### config.mk
export PLATFORM = sky130hd
export DESIGN_NAME = seq_max_tracker
export DESIGN_NICKNAME = d
export VERILOG_FILES = /design/src/rtl/seq_max_pkg.sv /design/src/rtl/max_ge_cmp.sv /design/src/rtl/seq_max_tracker.sv
export SDC_FILE = /design/constraint.sdc
export NUM_CORES = 1
export LEC_CHECK = 0
export ABC_CLOCK_PERIOD_IN_PS = 2700
export CAP_MARGIN = 20
export CORE_MARGIN = 2
export CORE_UTILIZATION = 47
export DETAILED_ROUTE_END_ITERATION = 16
export PLACE_DENSITY = 0.78
export SYNTH_ARGS = -nofsm -noshare
export SYNTH_HDL_FRONTEND = slang
export SYNTH_SLANG_ARGS = --single-unit
export TNS_END_PERCENT = 1
### constraint.sdc
create_clock -name clk -period 2.7 [get_ports clk]
set_clock_uncertainty 0.1 [all_clocks]
set_input_delay 0.675 -clock clk [delete_from_list [all_inputs] [get_ports clk]]
set_output_delay 0.675 -clock clk [all_outputs]
set_load 0.02 [all_outputs]
### src/rtl/seq_max_pkg.sv
// Shared constants and helpers for the sequential frame-maximum tracker.
//   clog2_min1 : index/count width for a frame length (never below 1)
//   ST_ACC / ST_HOLD : tracker state encoding
//   RST_DATA   : reset value of the running maximum
package seq_max_pkg;

  localparam logic ST_ACC  = 1'b0;
  localparam logic ST_HOLD = 1'b1;

  localparam int unsigned RST_DATA = 0;

  // Ceiling log2, clamped to 1 so a one-word frame still has a 1-bit index.
  function automatic int unsigned clog2_min1(input int unsigned v);
    int unsigned r;
    r = 0;
    while ((64'd1 << r) < 64'(v)) begin
      r = r + 1;
    end
    if (r == 0) begin
      r = 1;
    end
    return r;
  endfunction

endpackage

### src/rtl/max_ge_cmp.sv
// Unsigned greater-or-equal comparator, a <= ripple carry chain of full-adder
// carry cells computing a + ~b + 1; the final carry is set when a >= b.
//   a, b : N-bit operands
//   ge_c : combinational result, 1 when a >= b
module max_ge_cmp #(
  parameter int unsigned N = 8
) (
  input  logic [N-1:0] a,
  input  logic [N-1:0] b,
  output logic         ge_c
);

  logic [N-1:0] b_inv;
  logic [N:0]   carry;

  assign b_inv    = ~b;
  assign carry[0] = 1'b1;

  // Full-adder carry cell per bit; the sum bits are not needed.
  for (genvar i = 0; i < int'(N); i++) begin : g_fa
    assign carry[i+1] = (a[i] & b_inv[i]) | (carry[i] & (a[i] ^ b_inv[i]));
  end

  assign ge_c = carry[N];

endmodule

### src/rtl/seq_max_tracker.sv
// Sequential frame-maximum tracker. Accepts LEN-word frames of N-bit words,
// tracks the running maximum and its earliest index with a single reused
// comparator, and presents one (max, idx) result per frame over valid/ready.
//   clk, rst          : clock, asynchronous active-low reset
//   in_valid/in_ready : input word handshake, in_data is the word
//   out_valid/out_ready : result handshake, out_max/out_idx are the result
//   busy              : partial frame accumulated or result pending
// Build option: SEQ_MAX_TRACKER_SIGNED_EN selects two's-complement comparison.
module seq_max_tracker
  import seq_max_pkg::*;
#(
  parameter  int unsigned N    = 8,
  parameter  int unsigned LEN  = 16,
  localparam int unsigned IDXW = clog2_min1(LEN)
) (
  input  logic            clk,
  input  logic            rst,
  input  logic            in_valid,
  output logic            in_ready,
  input  logic [N-1:0]    in_data,
  output logic            out_valid,
  input  logic            out_ready,
  output logic [N-1:0]    out_max,
  output logic [IDXW-1:0] out_idx,
  output logic            busy
);

  localparam logic [IDXW-1:0] LAST_IDX = IDXW'(LEN - 1);

  logic            state_q, state_d;
  logic [IDXW-1:0] count_q, count_d;
  logic [N-1:0]    max_q, max_d;
  logic [IDXW-1:0] idx_q, idx_d;
  logic            in_ready_q, in_ready_d;
  logic            out_valid_q, out_valid_d;
  logic            busy_q, busy_d;

  logic [N-1:0]    cmp_a, cmp_b;
  logic            ge;

  // Flipping the MSB maps two's-complement order onto unsigned order.
`ifdef SEQ_MAX_TRACKER_SIGNED_EN
  localparam logic [N-1:0] SIGN_MASK = N'(1) << (N - 1);
  assign cmp_a = max_q ^ SIGN_MASK;
  assign cmp_b = in_data ^ SIGN_MASK;
`else
  assign cmp_a = max_q;
  assign cmp_b = in_data;
`endif

  max_ge_cmp #(.N(N)) u_cmp (
    .a    (cmp_a),
    .b    (cmp_b),
    .ge_c (ge)
  );

  // State and datapath registers.
  always_ff @(posedge clk or negedge rst) begin
    if (!rst) begin
      state_q     <= ST_ACC;
      count_q     <= '0;
      max_q       <= N'(RST_DATA);
      idx_q       <= '0;
      in_ready_q  <= 1'b1;
      out_valid_q <= 1'b0;
      busy_q      <= 1'b0;
    end else begin
      state_q     <= state_d;
      count_q     <= count_d;
      max_q       <= max_d;
      idx_q       <= idx_d;
      in_ready_q  <= in_ready_d;
      out_valid_q <= out_valid_d;
      busy_q      <= busy_d;
    end
  end

  // Next-state, running-maximum update and registered output decode.
  always_comb begin
    state_d = state_q;
    count_d = count_q;
    max_d   = max_q;
    idx_d   = idx_q;

    case (state_q)
      ST_ACC: begin
        if (in_valid) begin
          count_d = IDXW'(count_q + 1'b1);
          if (count_q == '0) begin
            max_d = in_data;
            idx_d = '0;
          end else if (!ge) begin
            // Strictly greater only, so ties keep the earliest index.
            max_d = in_data;
            idx_d = count_q;
          end
          if (count_q == LAST_IDX) begin
            state_d = ST_HOLD;
            count_d = '0;
          end
        end
      end
      ST_HOLD: begin
        if (out_ready) begin
          state_d = ST_ACC;
        end
      end
      default: begin
        state_d = ST_ACC;
      end
    endcase

    in_ready_d  = (state_d == ST_ACC);
    out_valid_d = (state_d == ST_HOLD);
    busy_d      = (count_d != '0) || (state_d == ST_HOLD);
  end

  assign in_ready  = in_ready_q;
  assign out_valid = out_valid_q;
  assign out_max   = max_q;
  assign out_idx   = idx_q;
  assign busy      = busy_q;

endmodule

==> flow_summary.json <==
{
  "rr_endpoint": "out_max[0]",
  "cts_root_buf": "clkbuf_4",
  "fmax_ghz": 0.378,
  "grt.total_usage": 0.170,
  "synthTopCellsByArea": "dfrtp_1 45%, mux2_4 12%, ha_1 11%, inv_1 4.5%, dfstp_2 2.6%",
  "final_util": 0.672,
  "pwr-share-seq": 0.347,
  "viasPerCell": 5.06,
  "powerDensity_mw_per_mm2": 1130,
  "crit_chain": "clkdlybuf4s50_1 -> inv_1 -> ha_1 -> a2111oi_1 -> o311a_1 -> or3_4 -> mux2_4",
  "detailed_place_hpwl_um": 1410,
  "critPathLaunchType": "input pin",
  "post_cts_resized": 0,
  "yosysUniqueCellTypes": 28,
  "synthCells": 87,
  "worst-path-stages": 7,
  "p_int_uw": 930,
  "syn_area_mm2": 0.00101,
  "routabilityCongestion": 0.769,
  "place_ws_ps": -273,
  "fin_nets": 140,
  "rr_worst_depth": 5,
  "cts.sinks": 19,
  "placed_cell_area_mm2": 0.00131,
  "grt_use_met2": 0.274,
  "final.period_utilization": 0.980,
  "synth_top_cell_by_area": "dfrtp_1",
  "die-area_mm2": 0.00253,
  "drt_iter0_drc": 7,
  "postCtsSetupBuffers": 0,
  "top_level_ports": 27,
  "reg2reg_from": "out_max[1]",
  "top_usage_layer": "met2",
  "synth_top_area_frac": 0.447,
  "insertion_delay_ps": 290,
  "hold_viol": 0,
  "max_slew_margin": 0.744,
  "switching_power_uw": 571,
  "wl_per_cell_um": 12.6,
  "p_comb_frac": 0.559,
  "layout_commonest_cell": "clkdlybuf4s50_1",
  "n_fill_cell": 150,
  "rows": 16,
  "reg2reg_slack_ps": 540,
  "drive_gt1_frac": 0.144,
  "htree_levels": 1,
  "holdPathEnd": "out_idx[3]",
  "grt_pass1_wl_um": 3230,
  "layout_setup_ws_ps": 54.2,
  "drc_errors": 0,
  "yosysWarnings": 0,
  "fin_tns_setup_ps": 0,
  "syn-num-nets": 108,
  "numCtsBuffers": 3,
  "sw_frac_of_total": 0.380,
  "hold_buffers": 0,
  "postRouteAntennaNets": 0,
  "area_growth_pct": 32.2,
  "vias": 733,
  "die_h_um": 50.3,
  "final_area_mm2": 0.00133,
  "grtUsageMet1": 0.219,
  "drv_cap": 0,
  "initial_core_util": 0.508,
  "gr-total-overflow": 0,
  "worst_slew_pin_slew_ps": 378,
  "cp.required_ps": 2790,
  "syn_area_per_cell_um2": 11.6,
  "vdd_drop_max_mv": 0.544,
  "cp_slowest_cell": "or3_4",
  "criticalPathCategory": "in2reg",
  "grt_start_max_net_pins": 20,
  "port_buffers": 26,
  "path_buf_inv": 2,
  "clk_pin_slew_ps": 100,
  "fin_crit_ps": 2650,
  "ys_ff_latch": 19,
  "worstPathArrival_ps": 2730,
  "grt_pass1_vias": 768,
  "tritoncts": "built",
  "n_antenna_cell": 0,
  "hold_slack_ps": 432,
  "crit_family": "buffers and inverters",
  "min_path_cells": 1,
  "worstHoldPathType": "reg2reg",
  "cp_max_fo": 12,
  "outcome": "complete, no violations",
  "final_cell_mix": "26 x clkdlybuf4s50_1, 18 x dfrtp_1, 12 x inv_1",
  "p_leak_uw": 0.000610,
  "clock_path_buffers": 2,
  "min_from": "out_idx[3]",
  "rsz0062_at_grt": "no",
  "drtPass1Iterations": 4,
  "setup_viol": 0,
  "slowest_delay_ps": 500,
  "critPathCaptureType": "flip-flop",
  "core_area_mm2": 0.00198,
  "timing.final.max_slew_violations": 0,
  "routed_wl_um": 1830,
  "die_w_um": 50.3,
  "use_met3": 0.0357,
  "grt_antenna_before_repair": 0,
  "seq_area_frac_synth": 0.473,
  "clock_power_share": 0.095
}
[routing by layer]
| layer | wire length [um] | up-vias |
|---|---|---|
| li1 | - | 365 |
| met1 | 867 | 347 |
| met2 | 867 | 19 |
| met3 | 78 | 2 |
| met4 | 11 | 0 |
| met5 | 0 | - |
[per-stage QoR]
step / total power (uW) / instances
after global placement: 1350 / 141
after global routing: 1610 / 145
final: 1500 / 145
after CTS: 1520 / 145
after floorplan: 1070 / 87
after detailed placement: 1370 / 141
[state kept, by name (all words and copies together) (netlist names)]
| register | count |
|---|---|
| busy | 1 |
| count_q | 4 |
| in_ready | 1 |
| out_idx | 4 |
| out_max | 8 |
| out_valid | 1 |
[how the worst max path moves through the flow]
stage | start | endpoint | slack (ps)
4_1_cts | in_data[1] | out_max[0] | 50
3_5_place_dp | in_data[1] | out_max[3] | -270
6_report | in_data[1] | out_max[0] | 50
3_3_place_gp | in_data[1] | out_idx[3] | -230
5_1_grt | in_data[5] | out_max[0] | 0.6
2_1_floorplan | in_data[1] | out_idx[2] | 260
[worst reg2reg max path: cells and delay by family (launching register included)]
kind	cells	cell delay [ps]
AO/OA/AOI/OAI	2	420
adder cells (fa/ha/maj)	1	280
flip-flops	1	420
multiplexers	1	330
AND/OR/NAND/NOR	1	500
[final cells by class]
| type | instances | area [um^2] | share of cell area |
|---|---|---|---|
| clock buffer | 4 | 26.3 | 0.0197 |
| multi-input combinational | 55 | 474 | 0.356 |
| inverter | 12 | 45.0 | 0.0338 |
| sequential | 19 | 477 | 0.358 |
| tap | 27 | 33.8 | 0.0254 |
| timing repair buffer | 28 | 275 | 0.207 |
[kinds of logic (layout without fill, tap and decap cells)]
group	count (synthesis)	after routing	synth area share
adder cells (fa/ha/maj)	9	9	0.112
XOR/XNOR	2	2	0.0174
flip-flops	19	19	0.473
buffers and inverters	13	44	0.0559
multiplexers	11	11	0.152
AO/OA/AOI/OAI	12	12	0.0832
AND/OR/NAND/NOR	21	21	0.107
[cells in the mapped netlist]
master,n
o22ai_1,2
nor4_1,1
a211oi_1,1
o211ai_1,1
nor3_1,2
buf_6,1
mux2i_1,1
xnor2_1,2
dfstp_2,1
o21a_1,1
mux2_2,2
o21ai_0,3
dfrtp_1,18
or3_4,1
nand2b_1,2
nand2_1,6
nand3b_1,1
mux2_4,8
nand4_1,1
o41ai_1,1
a21oi_1,1
a2111oi_1,1
nor2_1,4
nor2b_1,1
ha_1,9
nand3_1,2
inv_1,12
o311a_1,1
[power groups by stage]
stage                     registers, uW  logic, uW  clock network [uW]
after floorplan                     627        444                   0
after global placement              519        828                   0
after detailed placement            525        845                   0
after CTS                           521        848                 148
after global routing                540        909                 166
final                               520        838                 142
Note: power is estimated with default switching activity, not from simulation.
